`config.mk`:
```
export PLATFORM = sky130hd
export DESIGN_NAME = lcd_cmd_sequencer_flat
export DESIGN_NICKNAME = d
export VERILOG_FILES = /design/src/rtl/lcd_cmd_sequencer_if.sv /design/src/rtl/lcd_cmd_sequencer.sv /design/src/flat_wrapper.sv
export SDC_FILE = /design/constraint.sdc
export NUM_CORES = 1
export LEC_CHECK = 0
export CAP_MARGIN = 20
export CORE_ASPECT_RATIO = 1.25
export CORE_UTILIZATION = 25
export DETAILED_ROUTE_END_ITERATION = 8
export GPL_TIMING_DRIVEN = 1
export PLACE_DENSITY = 0.43
export SYNTH_ARGS = -nofsm -noshare
export SYNTH_HDL_FRONTEND = slang
export SYNTH_SLANG_ARGS = --single-unit
```
`constraint.sdc`:
```
create_clock -name clk -period 4.13 [get_ports clk]
set_input_delay 0.413 -clock clk [delete_from_list [all_inputs] [get_ports clk]]
set_output_delay 0.413 -clock clk [all_outputs]
set_load 0.005 [all_outputs]
```
`src/rtl/lcd_cmd_sequencer_if.sv`:
```
// Byte bus between the LCD command sequencer, the SPI display master and the host byte port.
// master = sequencer side, slave = SPI master / host side.
interface lcd_cmd_sequencer_if;
  logic [7:0] spi_data_out;
  logic       dc_in;
  logic       spi_send;
  logic       spi_send_done;
  logic       host_valid;
  logic       host_dc;
  logic [7:0] host_byte;
  logic       host_ready;

  modport master (
    output spi_data_out, dc_in, spi_send, host_ready,
    input  spi_send_done, host_valid, host_dc, host_byte
  );

  modport slave (
    input  spi_data_out, dc_in, spi_send, host_ready,
    output spi_send_done, host_valid, host_dc, host_byte
  );
endinterface

```
`src/rtl/lcd_cmd_sequencer.sv`:
```
// LCD sequencer: panel reset pulse, fixed init table playback, then host bytes to the SPI master.
// Define LCD_SEQ_TIMEOUT_EN to add the handshake watchdog and sticky ERROR state.
//
// state      | meaning
// RST_LOW    | lcd_rst_n low for RST_LOW_MS
// RST_WAIT   | lcd_rst_n high, settle for RST_WAIT_MS
// FETCH      | decode init ROM entry at r_idx
// DELAY      | wait payload ms from the ROM entry
// SEND       | raise spi_send
// WAIT_DONE  | hold request until spi_send_done high
// WAIT_LOW   | request dropped, wait for spi_send_done low
// READY      | host_ready, accept one host byte
// ERROR      | watchdog fired, held until reset (macro build only)
module lcd_cmd_sequencer #(
  parameter int CLK_PER_MS  = 100000,
  parameter int RST_LOW_MS  = 10,
  parameter int RST_WAIT_MS = 120,
  parameter int TIMEOUT_CYC = 4096
) (
  input  logic                clk,
  input  logic                reset_n,
  lcd_cmd_sequencer_if.master bus,
  output logic                lcd_rst_n,
  output logic                init_done,
  output logic                busy,
  output logic                err
);
  localparam int TICK_W = (CLK_PER_MS > 1) ? $clog2(CLK_PER_MS) : 1;
  localparam logic [TICK_W-1:0] TICK_LOAD = TICK_W'(CLK_PER_MS - 1);
  localparam logic [15:0] RST_LOW_LOAD  = 16'(RST_LOW_MS);
  localparam logic [15:0] RST_WAIT_LOAD = 16'(RST_WAIT_MS);

  if (CLK_PER_MS < 1 || TIMEOUT_CYC < 2) begin : g_bad_param
    $error("lcd_cmd_sequencer: CLK_PER_MS must be >= 1 and TIMEOUT_CYC >= 2");
  end

  typedef enum logic [3:0] {
    S_RST_LOW, S_RST_WAIT, S_FETCH, S_DELAY, S_SEND,
    S_WAIT_DONE, S_WAIT_LOW, S_READY
`ifdef LCD_SEQ_TIMEOUT_EN
    , S_ERROR
`endif
  } state_t;

  localparam logic [1:0] T_CMD = 2'b00, T_DATA = 2'b01, T_DELAY = 2'b10;

  function automatic logic [9:0] rom_entry(input logic [3:0] idx);
    case (idx)
      4'd0:    rom_entry = {2'b00, 8'h01};
      4'd1:    rom_entry = {2'b10, 8'd150};
      4'd2:    rom_entry = {2'b00, 8'h11};
      4'd3:    rom_entry = {2'b10, 8'd120};
      4'd4:    rom_entry = {2'b00, 8'h3A};
      4'd5:    rom_entry = {2'b01, 8'h05};
      4'd6:    rom_entry = {2'b00, 8'h29};
      default: rom_entry = {2'b11, 8'h00};
    endcase
  endfunction

  state_t              r_state, w_state_nxt;
  logic [3:0]          r_idx;
  logic [7:0]          r_byte;
  logic                r_dc;
  logic                r_init_done;
  logic [TICK_W-1:0]   r_tick;
  logic [15:0]         r_ms;
  logic [9:0]          w_entry;
  logic [1:0]          w_type;
  logic [7:0]          w_payload;
  logic                w_time_up;
  logic                w_wd_exp;

  assign w_entry   = rom_entry(r_idx);
  assign w_type    = w_entry[9:8];
  assign w_payload = w_entry[7:0];
  // Ends on the last tick of the last ms; a zero load ends after one cycle.
  assign w_time_up = (r_ms == 16'd0) || ((r_ms == 16'd1) && (r_tick == '0));

`ifdef LCD_SEQ_TIMEOUT_EN
  localparam int WD_W = $clog2(TIMEOUT_CYC);
  localparam logic [WD_W-1:0] WD_LOAD = WD_W'(TIMEOUT_CYC - 1);
  logic [WD_W-1:0] r_wd;

  always_ff @(posedge clk or negedge reset_n) begin
    if (!reset_n)                    r_wd <= '0;
    else if (w_state_nxt != r_state) r_wd <= WD_LOAD;
    else if (r_wd != '0)             r_wd <= r_wd - 1'b1;
  end

  assign w_wd_exp = (r_wd == '0);
  assign err      = (r_state == S_ERROR);
`else
  assign w_wd_exp = 1'b0;
  assign err      = 1'b0;
`endif

  always_ff @(posedge clk or negedge reset_n) begin
    if (!reset_n) r_state <= S_RST_LOW;
    else          r_state <= w_state_nxt;
  end

  always_comb begin
    w_state_nxt = r_state;
    case (r_state)
      S_RST_LOW:  if (w_time_up) w_state_nxt = S_RST_WAIT;
      S_RST_WAIT: if (w_time_up) w_state_nxt = S_FETCH;
      S_FETCH: begin
        if (w_type == T_CMD || w_type == T_DATA) w_state_nxt = S_SEND;
        else if (w_type == T_DELAY)              w_state_nxt = S_DELAY;
        else                                     w_state_nxt = S_READY;
      end
      S_DELAY:    if (w_time_up) w_state_nxt = S_FETCH;
      S_SEND:     w_state_nxt = S_WAIT_DONE;
      S_WAIT_DONE: begin
`ifdef LCD_SEQ_TIMEOUT_EN
        if (w_wd_exp) w_state_nxt = S_ERROR;
        else
`endif
        if (bus.spi_send_done) w_state_nxt = S_WAIT_LOW;
      end
      S_WAIT_LOW: begin
`ifdef LCD_SEQ_TIMEOUT_EN
        if (w_wd_exp) w_state_nxt = S_ERROR;
        else
`endif
        if (!bus.spi_send_done) w_state_nxt = r_init_done ? S_READY : S_FETCH;
      end
      S_READY:    if (bus.host_valid) w_state_nxt = S_SEND;
      default:    w_state_nxt = r_state;
    endcase
  end

  // ms timer: sub-ms tick down-counter plus ms down-counter, reloaded on every state change.
  always_ff @(posedge clk or negedge reset_n) begin
    if (!reset_n) begin
      r_tick <= TICK_LOAD;
      r_ms   <= RST_LOW_LOAD;
    end else if (w_state_nxt != r_state) begin
      r_tick <= TICK_LOAD;
      if (w_state_nxt == S_RST_WAIT)   r_ms <= RST_WAIT_LOAD;
      else if (w_state_nxt == S_DELAY) r_ms <= {8'h00, w_payload};
    end else if (r_ms != 16'd0) begin
      if (r_tick == '0) begin
        r_tick <= TICK_LOAD;
        r_ms   <= r_ms - 16'd1;
      end else begin
        r_tick <= r_tick - 1'b1;
      end
    end
  end

  always_ff @(posedge clk or negedge reset_n) begin
    if (!reset_n) begin
      r_idx       <= 4'd0;
      r_byte      <= 8'h00;
      r_dc        <= 1'b0;
      r_init_done <= 1'b0;
    end else begin
      case (r_state)
        S_FETCH: begin
          if (w_type == T_CMD || w_type == T_DATA) begin
            r_byte <= w_payload;
            r_dc   <= w_type[0];
          end else if (w_type != T_DELAY) begin
            r_init_done <= 1'b1;
          end
        end
        S_DELAY:    if (w_time_up) r_idx <= r_idx + 4'd1;
        S_WAIT_LOW: if (!bus.spi_send_done && !r_init_done) r_idx <= r_idx + 4'd1;
        S_READY: begin
          if (bus.host_valid) begin
            r_byte <= bus.host_byte;
            r_dc   <= bus.host_dc;
          end
        end
        default: ;
      endcase
    end
  end

  assign bus.spi_send     = (r_state == S_SEND) || (r_state == S_WAIT_DONE);
  assign bus.host_ready   = (r_state == S_READY);
  assign bus.spi_data_out = r_byte;
  assign bus.dc_in        = r_dc;
  assign lcd_rst_n        = (r_state != S_RST_LOW);
  assign busy             = (r_state != S_READY);
  assign init_done        = r_init_done;
endmodule
```
`src/flat_wrapper.sv`:
```
// flat-port wrapper written by rule: the top's interface ports become plain ports
module lcd_cmd_sequencer_flat 
#(
  parameter int CLK_PER_MS  = 100000,
  parameter int RST_LOW_MS  = 10,
  parameter int RST_WAIT_MS = 120,
  parameter int TIMEOUT_CYC = 4096
)
  (clk, reset_n, lcd_rst_n, init_done, busy, err, bus_spi_data_out, bus_dc_in, bus_spi_send, bus_host_ready, bus_spi_send_done, bus_host_valid, bus_host_dc, bus_host_byte);
  lcd_cmd_sequencer_if bus_i ();
  input  logic clk;
  input  logic reset_n;
  output logic lcd_rst_n;
  output logic init_done;
  output logic busy;
  output logic err;
  output wire logic [$bits(bus_i.spi_data_out)-1:0] bus_spi_data_out;
  output wire logic [$bits(bus_i.dc_in)-1:0] bus_dc_in;
  output wire logic [$bits(bus_i.spi_send)-1:0] bus_spi_send;
  output wire logic [$bits(bus_i.host_ready)-1:0] bus_host_ready;
  input wire logic [$bits(bus_i.spi_send_done)-1:0] bus_spi_send_done;
  input wire logic [$bits(bus_i.host_valid)-1:0] bus_host_valid;
  input wire logic [$bits(bus_i.host_dc)-1:0] bus_host_dc;
  input wire logic [$bits(bus_i.host_byte)-1:0] bus_host_byte;
  assign bus_spi_data_out = bus_i.spi_data_out;
  assign bus_dc_in = bus_i.dc_in;
  assign bus_spi_send = bus_i.spi_send;
  assign bus_host_ready = bus_i.host_ready;
  assign bus_i.spi_send_done = bus_spi_send_done;
  assign bus_i.host_valid = bus_host_valid;
  assign bus_i.host_dc = bus_host_dc;
  assign bus_i.host_byte = bus_host_byte;
  lcd_cmd_sequencer #(.CLK_PER_MS(CLK_PER_MS), .RST_LOW_MS(RST_LOW_MS), .RST_WAIT_MS(RST_WAIT_MS), .TIMEOUT_CYC(TIMEOUT_CYC)) u_core (.clk(clk), .reset_n(reset_n), .bus(bus_i), .lcd_rst_n(lcd_rst_n), .init_done(init_done), .busy(busy), .err(err));
endmodule
```
## After elaboration in Yosys (flattened, before gate mapping)

Cells that the tools add are included.

- Memory bits (read-only): 0
- Memories kept: 0
- Latch bits: 0
- Output and inout port bits: 15
- Bits in registers: 51
- Memory bits (writable): 0
- Logic and storage cells: 87
- Input port bits: 13

- Div/mod/pow operators: 0
- Add/sub/neg operators: 3
- Shifts and indexed selects: 0
- $lt $le $gt $ge: 0
- Muxes and demuxes: 27
- Equality and inequality tests: 26
- Bitwise logic cells: 1
- Reduce and logical (&&, ||, !) cells: 23
- Multiply operators: 0

Operators by type and width:

| operator | count |
|---|---|
| $mux W16 | 5 |
| $pmux W10 S7 | 1 |
| $mux W17 | 3 |
| $mux W4 | 8 |
| $eq A4 B3 Y1 const B | 7 |
| $pmux W4 S7 | 1 |
| $eq A4 B2 Y1 const B | 5 |
| $logic_not A17 Y1 | 1 |
| $sub A17 B1 Y17 const B | 1 |
| $eq A16 B1 Y1 const B | 1 |
| $logic_not A16 Y1 | 1 |
| $mux W8 | 2 |
| $pmux W8 S2 | 1 |
| $reduce_bool A16 Y1 | 1 |
| $sub A16 B1 Y16 const B | 1 |
| $eq A4 B1 Y1 const B | 3 |
| $reduce_and A3 Y1 | 4 |
| $logic_not A4 Y1 | 2 |
| $ne A2 B1 Y1 const B | 4 |
| $pmux W4 S2 | 1 |
| $reduce_bool A2 Y1 | 4 |
| $mux W3 | 2 |
| $add A4 B1 Y4 const B | 1 |
| $ne A4 B3 Y1 const B | 1 |
| 14 further kinds | 19 |

## Longest topological paths before layout

Gate-level depths: netlist (run 1).

- Depth after elaboration: 10
- Depth in mapped cells: 11
- Depth with buffers taken out: 9

## Worst setup path after synthesis (run 1)

Ideal clock, no wire load.

- Path kind: reg-to-reg
- Start: register u_core.r_tick[0]
- End: register u_core.r_ms[2]
- Required time: 4.012 ns
- Path buffers: 1
- Arrival time: 2.677 ns
- Cell stages (with the launch flop): 11
- Period minus slack after synthesis: 2.795 ns
- Path slack: 1.335 ns
- Setup time: 0.118 ns
- Cell sequence: dfstp_2 inv_1 ha_1 or4b_1 nor4b_4 and3_4 o311ai_4 and3_1 buf_6 mux2_1 a21o_1

- Longest elaborated chain between the ends: 8
- Elaborated cells between the ends (all ways): 15
- Classes of those cells: eq/ne (4); mux (5); reduce/logical (6)

RTL lines:

| what | line | RTL |
|---|---|---|
| from (decl) | lcd_cmd_sequencer.sv:65 | `logic [TICK_W-1:0] r_tick;` |
| from (signal assigned) | lcd_cmd_sequencer.sv:147 | `r_tick <= r_tick - 1'b1;` |
| $logic_not A17 Y1 * | lcd_cmd_sequencer.sv:77, lcd_cmd_sequencer.sv:143 |  |
| $logic_and A1 B1 Y1 | lcd_cmd_sequencer.sv:77 | `assign w_time_up = (r_ms == 16'd0) \|\| ((r_ms == 16'd1) && (r_tick == '0));` |
| $logic_or A1 B1 Y1 | lcd_cmd_sequencer.sv:77 |  |
| $mux W4, on equally long branches | lcd_cmd_sequencer.sv:106, lcd_cmd_sequencer.sv:112, lcd_cmd_sequencer.sv:105 |  |
| $pmux W4 S7 | lcd_cmd_sequencer.sv:104 | `case (r_state)` |
| $eq A4 B2 Y1, or another cell as far along | lcd_cmd_sequencer.sv:141 | `else if (w_state_nxt == S_DELAY) r_ms <= {8'h00, w_payload};` |
| $ne A3 B3 Y1 (no line), or another cell as far along | -- |  |
| $reduce_and A3 Y1 (no line) / $mux W16 (equally long branches) | -- |  |
| to (signal assigned) | lcd_cmd_sequencer.sv:141 |  |
| to (signal assigned) | lcd_cmd_sequencer.sv:145 | `r_ms <= r_ms - 16'd1;` |
| to (decl) | lcd_cmd_sequencer.sv:66 | `logic [15:0] r_ms;` |

Every way passes the cells marked *; elsewhere a longest branch is shown, timed or not.
A chain may end at the register's enable or synchronous reset.

## Final worst setup path (run 1)

- Start: register u_core.r_tick[0]
- End: register u_core.r_ms[6]

Same word-level chain as after synthesis.

==> results of run 1 <==
[cell type report]
class / instances / area share
clock inverter: 3 / 0.00389
clock buffer: 5 / 0.0324
timing repair buffer: 34 / 0.0827
inverter: 20 / 0.0195
tap: 168 / 0.0545
sequential: 51 / 0.335
multi-input combinational: 281 / 0.472
[flip-flops by register name, indices dropped and copies added, names as in the netlist]
signal	flops
u_core.r_idx	4
u_core.bus.spi_data_out	8
u_core.r_ms	16
u_core.r_tick	17
u_core.bus.dc_in	1
u_core.init_done	1
u_core.r_state	4
[critical path, delay by kind of cell, from the launching register on]
family	cells	cell delay, ns
flops	1	0.38
simple gates	6	2.34
buf+inv	1	0.09
compound gates	1	0.12
fa+ha+maj	1	0.15
[routing by layer]
layer	routed length, um	part of all wire	global-route usage	vias to the layer above
met2	4070	0.50	0.228	51
li1	-	-	-	1392
met4	171	0.021	0.0513	0
met5	0	0	0	-
met1	3680	0.45	0.164	1326
met3	247	0.030	0.0225	10
[path summary, 6_finish.rpt]
check | start | to | cells past startpoint
setup reg to reg | u_core.r_tick[0] | u_core.r_ms[6] | 9
max in group asynchronous | reset_n | u_core.r_tick[2] | 2
hold / removal | reset_n | u_core.r_idx[3] | 1
hold reg to reg | u_core.r_ms[10] | u_core.r_ms[10] | 1
setup / recovery | u_core.r_tick[0] | u_core.r_ms[6] | 9
min in group clk | u_core.r_ms[10] | u_core.r_ms[10] | 1
[stage by stage]
stage	total power (uW)	setup WS [ns]
4_1_cts	2490	0.805
3_3_place_gp	2050	0.897
5_1_grt	2680	0.691
3_5_place_dp	2060	0.847
2_1_floorplan	1640	1.34
6_report	2460	0.923
[cell usage after synthesis, drive strengths merged, types with 5 or more instances]
| master | instances |
|---|---|
| or3 | 5 |
| dfstp | 12 |
| nand3 | 10 |
| mux2i | 7 |
| nor3 | 21 |
| a21o | 5 |
| xor2 | 6 |
| buf | 9 |
| nor2 | 43 |
| clkbuf | 9 |
| nand2b | 5 |
| inv | 20 |
| dfrtp | 39 |
| nand2 | 27 |
| nor4 | 13 |
| or4 | 5 |
| a31oi | 7 |
| xnor2 | 6 |
| ha | 9 |
| and3 | 5 |
| a21oi | 30 |
| a211oi | 5 |
| o21ai | 12 |
[power by group through the flow]
stage / clock network [uW] / registers, uW / logic (uW)
after floorplan: 0 / 725 / 918
after global placement: 0 / 801 / 1250
after detailed placement: 0 / 805 / 1250
after CTS: 437 / 796 / 1260
after global routing: 458 / 818 / 1410
final: 421 / 793 / 1240
[kinds of logic after synthesis]
logic type / Yosys count
AOI/OAI and AO/OA: 88
and+or+nand+nor: 160
muxes: 11
other: 1
adders and majority gates: 9
DFF: 51
buffers and inverters: 38
xor gates and xnor gates: 12
==> metrics.yaml, run 1 <==
placement:
  gp_congestion: 0.756
  io_buffers: 26
  hpwl_mm: 5.97
  dp_cells: 553
  dpl_cell_area_um2: 3700
pwr:
  p_leak_uw: 0.00159
  ir_worst_vdd_mv: 0.276
  power.density_nw_per_um2: 637
  switchingPower_uw: 1070
  p_int_uw: 1390
  power_switching_share: 0.435
  comb_power_share: 0.506
  sequentialPowerShare: 0.323
  clkPwrFrac: 0.171
floorplanning:
  die_w_um: 104
  die-area_um2: 13600
  pin_count: 28
  row_count: 46
  fp.dieH_um: 130
  core_um2: 12700
  start_util: 0.257
route:
  dr.pass1.iters: 4
  wl_per_cell_um: 14.5
  finalWirelength_mm: 8.17
  drt_iter0_drc: 99
  num_vias: 2779
  drtAntennaViolNets: 0
  viasPerCell: 4.94
  drc: 0
final_layout:
  final_net_count: 415
  multi_input_area_um2: 1820
  layout_common_cells: "nor2_1 (43), dfrtp_1 (39), a21oi_1 (30), nand2_1 (27), clkdlybuf4s50_1 (25)"
  antenna_cells: 0
  n_fill_cell: 1346
  ff_latch_area_um2: 1290
  fin_util: 0.303
  drive_gt1_frac: 0.122
  fin_cells: 562
  final_area_um2: 3860
  final_common_cell: "nor2_1"
  area_delta_synth_final_pct: 17.9
synthesis:
  seq_area_frac_synth: 0.395
  synth.top_cell.area_share: 0.298
  ys_seq_elements: 51
  synth_top_family_by_area: "simple AND/OR/NAND/NOR gates"
  synthesis.area_um2: 3270
  synth_fa_ha_area_frac: 0.0344
  syn-num-nets: 392
  syn_area_per_cell_um2: 8.84
  synth_area_leaders: "dfrtp_1 (30%), dfstp_2 (9.6%), nor2_1 (4.9%)"
  yosys.area_share.simple: 0.274
  synth_top_cell_by_area: "dfrtp_1"
  syn_inst: 370
  synth_compound_gate_area_share: 0.180
  synth_mux_area_frac: 0.0352
  ys_types: 68
  async_flop_share: 1.00
  ys_warn_count: 0
  synthXorXnorAreaFrac: 0.0321
  ys.flop_type: "dfrtp_1"
  synth_edf_count: 0
critical_path:
  arrival_ns: 3.38
  worstPathCellList: "inv_1 > ha_1 > or4b_1 > nor4b_4 > and3_4 > nor4_1 > nor3_2 > and2_1 > a211oi_1"
  rrSetupSlack_ns: 0.92
  cp_max_fo: 10
  required_ns: 4.30
  start_kind: "register"
  crit_type: "reg -> reg"
  cpPeakStageDelay_ns: 0.57
  critPathSlowestCell: "nor4b_4"
  cp-end-kind: "register"
sta:
  setup_tns_ns: 0
  finalClockSkew_ns: 0.00740
  setup_viol: 0
  slew_violations: 0
  final.period_utilization: 0.776
  hold_slack_ns: 0.0745
  timing.fmax_mhz: 312
  layout_min_cycle_time_ns: 3.21
  grt_setup_unrepaired: "no"
  final_hold_viol_count: 0
  max_slew_margin: 0.445
  tightestPinTransition_ns: 0.811
clock_tree:
  htreeDepth: 2
  cts_sinks: 51
  cts_tree: "built"
  path_clk_slew_ns: 0.07
  postCtsSetupBuffers: 0
  root_buffer: "clkbuf_16"
  clock_path_buffers: 2
  cts_hold_buf: 0
  clkLatencyLatePin_ns: 0.30
  cts_resized: 0
  cts_buffers: 5
run:
  maxCapViolations: 0
global_route:
  grt_antenna_before_repair: 0
  grt_overflow: 0
  grt_pass1_wl_mm: 14.1
  grt_max_degree: 33
  grt_pass1_vias: 2743
  grtUsageTotal: 0.132
min_path:
  hp-class: "in -> async"
status:
  outcome: "completed"
No activity file was read; power rests on OpenSTA's default activity.
==> inputs of run 2 (changes only) <==
==> constraint.sdc (replaced) <==
create_clock -name clk -period 3.4 [get_ports clk]
set_input_delay 0.34 -clock clk [delete_from_list [all_inputs] [get_ports clk]]
set_output_delay 0.34 -clock clk [all_outputs]
set_load 0.005 [all_outputs]
==> metrics.yaml, run 2 (same netlist as run 1, synthesis figures left out) <==
status:
  outcome: "completed"  # unchanged
clock_tree:
  clock_path_buffers: 2  # unchanged
  cts_resized: 0  # unchanged
  clkLatencyLatePin_ns: 0.29  # was 0.30 ns
  cts_hold_buf: 0  # unchanged
  cts_sinks: 51  # unchanged
  htreeDepth: 2  # unchanged
  root_buffer: "clkbuf_16"  # unchanged
  postCtsSetupBuffers: 0  # unchanged
  path_clk_slew_ns: 0.07  # about the same
  cts_buffers: 5  # unchanged
  cts_tree: "built"  # unchanged
placement:
  hpwl_mm: 5.97  # about the same
  dp_cells: 559  # was 553
  gp_congestion: 0.736  # was 0.756
  io_buffers: 26  # unchanged
  dpl_cell_area_um2: 3750  # was 3700 um^2
route:
  wl_per_cell_um: 14.9  # was 14.5 um
  drt_iter0_drc: 143  # was 99
  drtAntennaViolNets: 0  # unchanged
  viasPerCell: 4.97  # was 4.94
  drc: 0  # unchanged
  dr.pass1.iters: 5  # was 4
  num_vias: 2819  # was 2779
  finalWirelength_mm: 8.48  # was 8.17 mm
global_route:
  grtUsageTotal: 0.131  # was 0.132
  grt_antenna_before_repair: 0  # unchanged
  grt_pass1_vias: 2746  # was 2743
  grt_overflow: 0  # unchanged
  grt_pass1_wl_mm: 14.2  # was 14.1 mm
  grt_max_degree: 37  # was 33
sta:
  grt_setup_unrepaired: "no"  # unchanged
  tightestPinTransition_ns: 0.831  # was 0.811 ns
  layout_min_cycle_time_ns: 3.00  # was 3.21 ns
  max_slew_margin: 0.432  # was 0.445
  final_hold_viol_count: 0  # unchanged
  setup_viol: 0  # unchanged
  slew_violations: 0  # unchanged
  timing.fmax_mhz: 333  # was 312 MHz
  finalClockSkew_ns: 0.00480  # was 0.00740 ns
  setup_tns_ns: 0  # unchanged
  final.period_utilization: 0.882  # was 0.776
  hold_slack_ns: 0.139  # was 0.0745 ns
floorplanning:
  start_util: 0.257  # unchanged
  fp.dieH_um: 130  # unchanged
  row_count: 46  # unchanged
  core_um2: 12700  # unchanged
  die_w_um: 104  # unchanged
  pin_count: 28  # unchanged
  die-area_um2: 13600  # unchanged
pwr:
  power.density_nw_per_um2: 771  # was 637 nW/um^2
  p_leak_uw: 0.00160  # was 0.00159 uW
  totalPowerFinal_uw: 3000  # was 2460 uW
  ir_worst_vdd_mv: 0.287  # was 0.276 mV
min_path:
  hp-class: "in -> async"  # unchanged
final_layout:
  layout_common_cells: "nor2_1 (43), dfrtp_1 (39), a21oi_1 (30), nand2_1 (27), clkdlybuf4s50_1 (25)"  # unchanged
  final_area_um2: 3890  # was 3860 um^2
  area_delta_synth_final_pct: 18.9  # was 17.9%
  final_net_count: 420  # was 415
  largest_reg_flops: 17  # unchanged
  drive_gt1_frac: 0.130  # was 0.122
  fin_cells: 567  # was 562
  final_common_cell: "nor2_1"  # unchanged
  top_register: "u_core.r_tick"  # unchanged
  antenna_cells: 0  # unchanged
critical_path:
  cp_max_fo: 12  # was 10
  cp-end-kind: "register"  # unchanged
  r2r_start: "u_core.r_idx[1]"  # was u_core.r_tick[0]
  start_kind: "register"  # unchanged
  startpoint: "u_core.r_idx[1]"  # was u_core.r_tick[0]
  arrival_ns: 3.19  # was 3.38 ns
  required_ns: 3.59  # was 4.30 ns
  crit_type: "reg -> reg"  # unchanged
run:
  maxCapViolations: 0  # unchanged
[run 2: changes by cell type in the layout (fill, tap and decap cells not counted)]
cell / change
buf_4: +6
clkbuf_1: +1
buf_6: -1
clkinvlp_4: +1
clkinv_2: -2
[run 2: worst max-delay path, cell delays in order (launching register included)]
cell,delay [ns]
dfrtp_1,0.43
inv_1,0.10
ha_1,0.27
and3b_1,0.24
nor4_4,0.07
nor4_1,0.57
o311ai_4,0.25
and3_1,0.34
buf_4,0.22
and3_1,0.17
a211o_1,0.21
[run 2: stage by stage]
stage	setup WS, ns	util
floorplan	0.605	-
global placement	0.407	0.295
detailed placement	0.374	0.295
CTS	0.373	0.306
global route	0.215	0.306
finish	0.401	0.306
[run 2: path summary, 6_finish.rpt]
check,depth (start not counted),end,slack (ns)
max in group asynchronous,2,u_core.r_ms[3],2.45
worst min-delay path,1,u_core.r_idx[3],0.14
worst min register to register,1,u_core.r_ms[15],0.49
worst max register to register,10,u_core.r_ms[13],0.40
worst max-delay path,10,u_core.r_ms[13],0.40
min in group clk,1,u_core.r_ms[15],0.49
[run 2: cell type report]
class / instances / area, um^2
Inverter: 20 / 75.1
Timing Repair Buffer: 39 / 353
Multi-Input combinational cell: 281 / 1820
Sequential cell: 51 / 1290
Tap cell: 168 / 210
Fill cell: 1341 / 8830
Clock inverter: 2 / 12.5
Clock buffer: 6 / 129
[run 2: power breakdown]
group	total, uW	internal (uW)	switching (uW)
clock network	514	273	241
registers	934	768	166
logic	1550	656	899
total	3000	1700	1310
[run 2: layer usage]
| layer | GRT usage | up-vias | wire [um] |
|---|---|---|---|
| met4 | 0.0479 | 0 | 133 |
| met3 | 0.0235 | 9 | 322 |
| li1 | - | 1397 | - |
| met2 | 0.236 | 65 | 4110 |
| met5 | 0 | - | 0 |
| met1 | 0.157 | 1348 | 3910 |
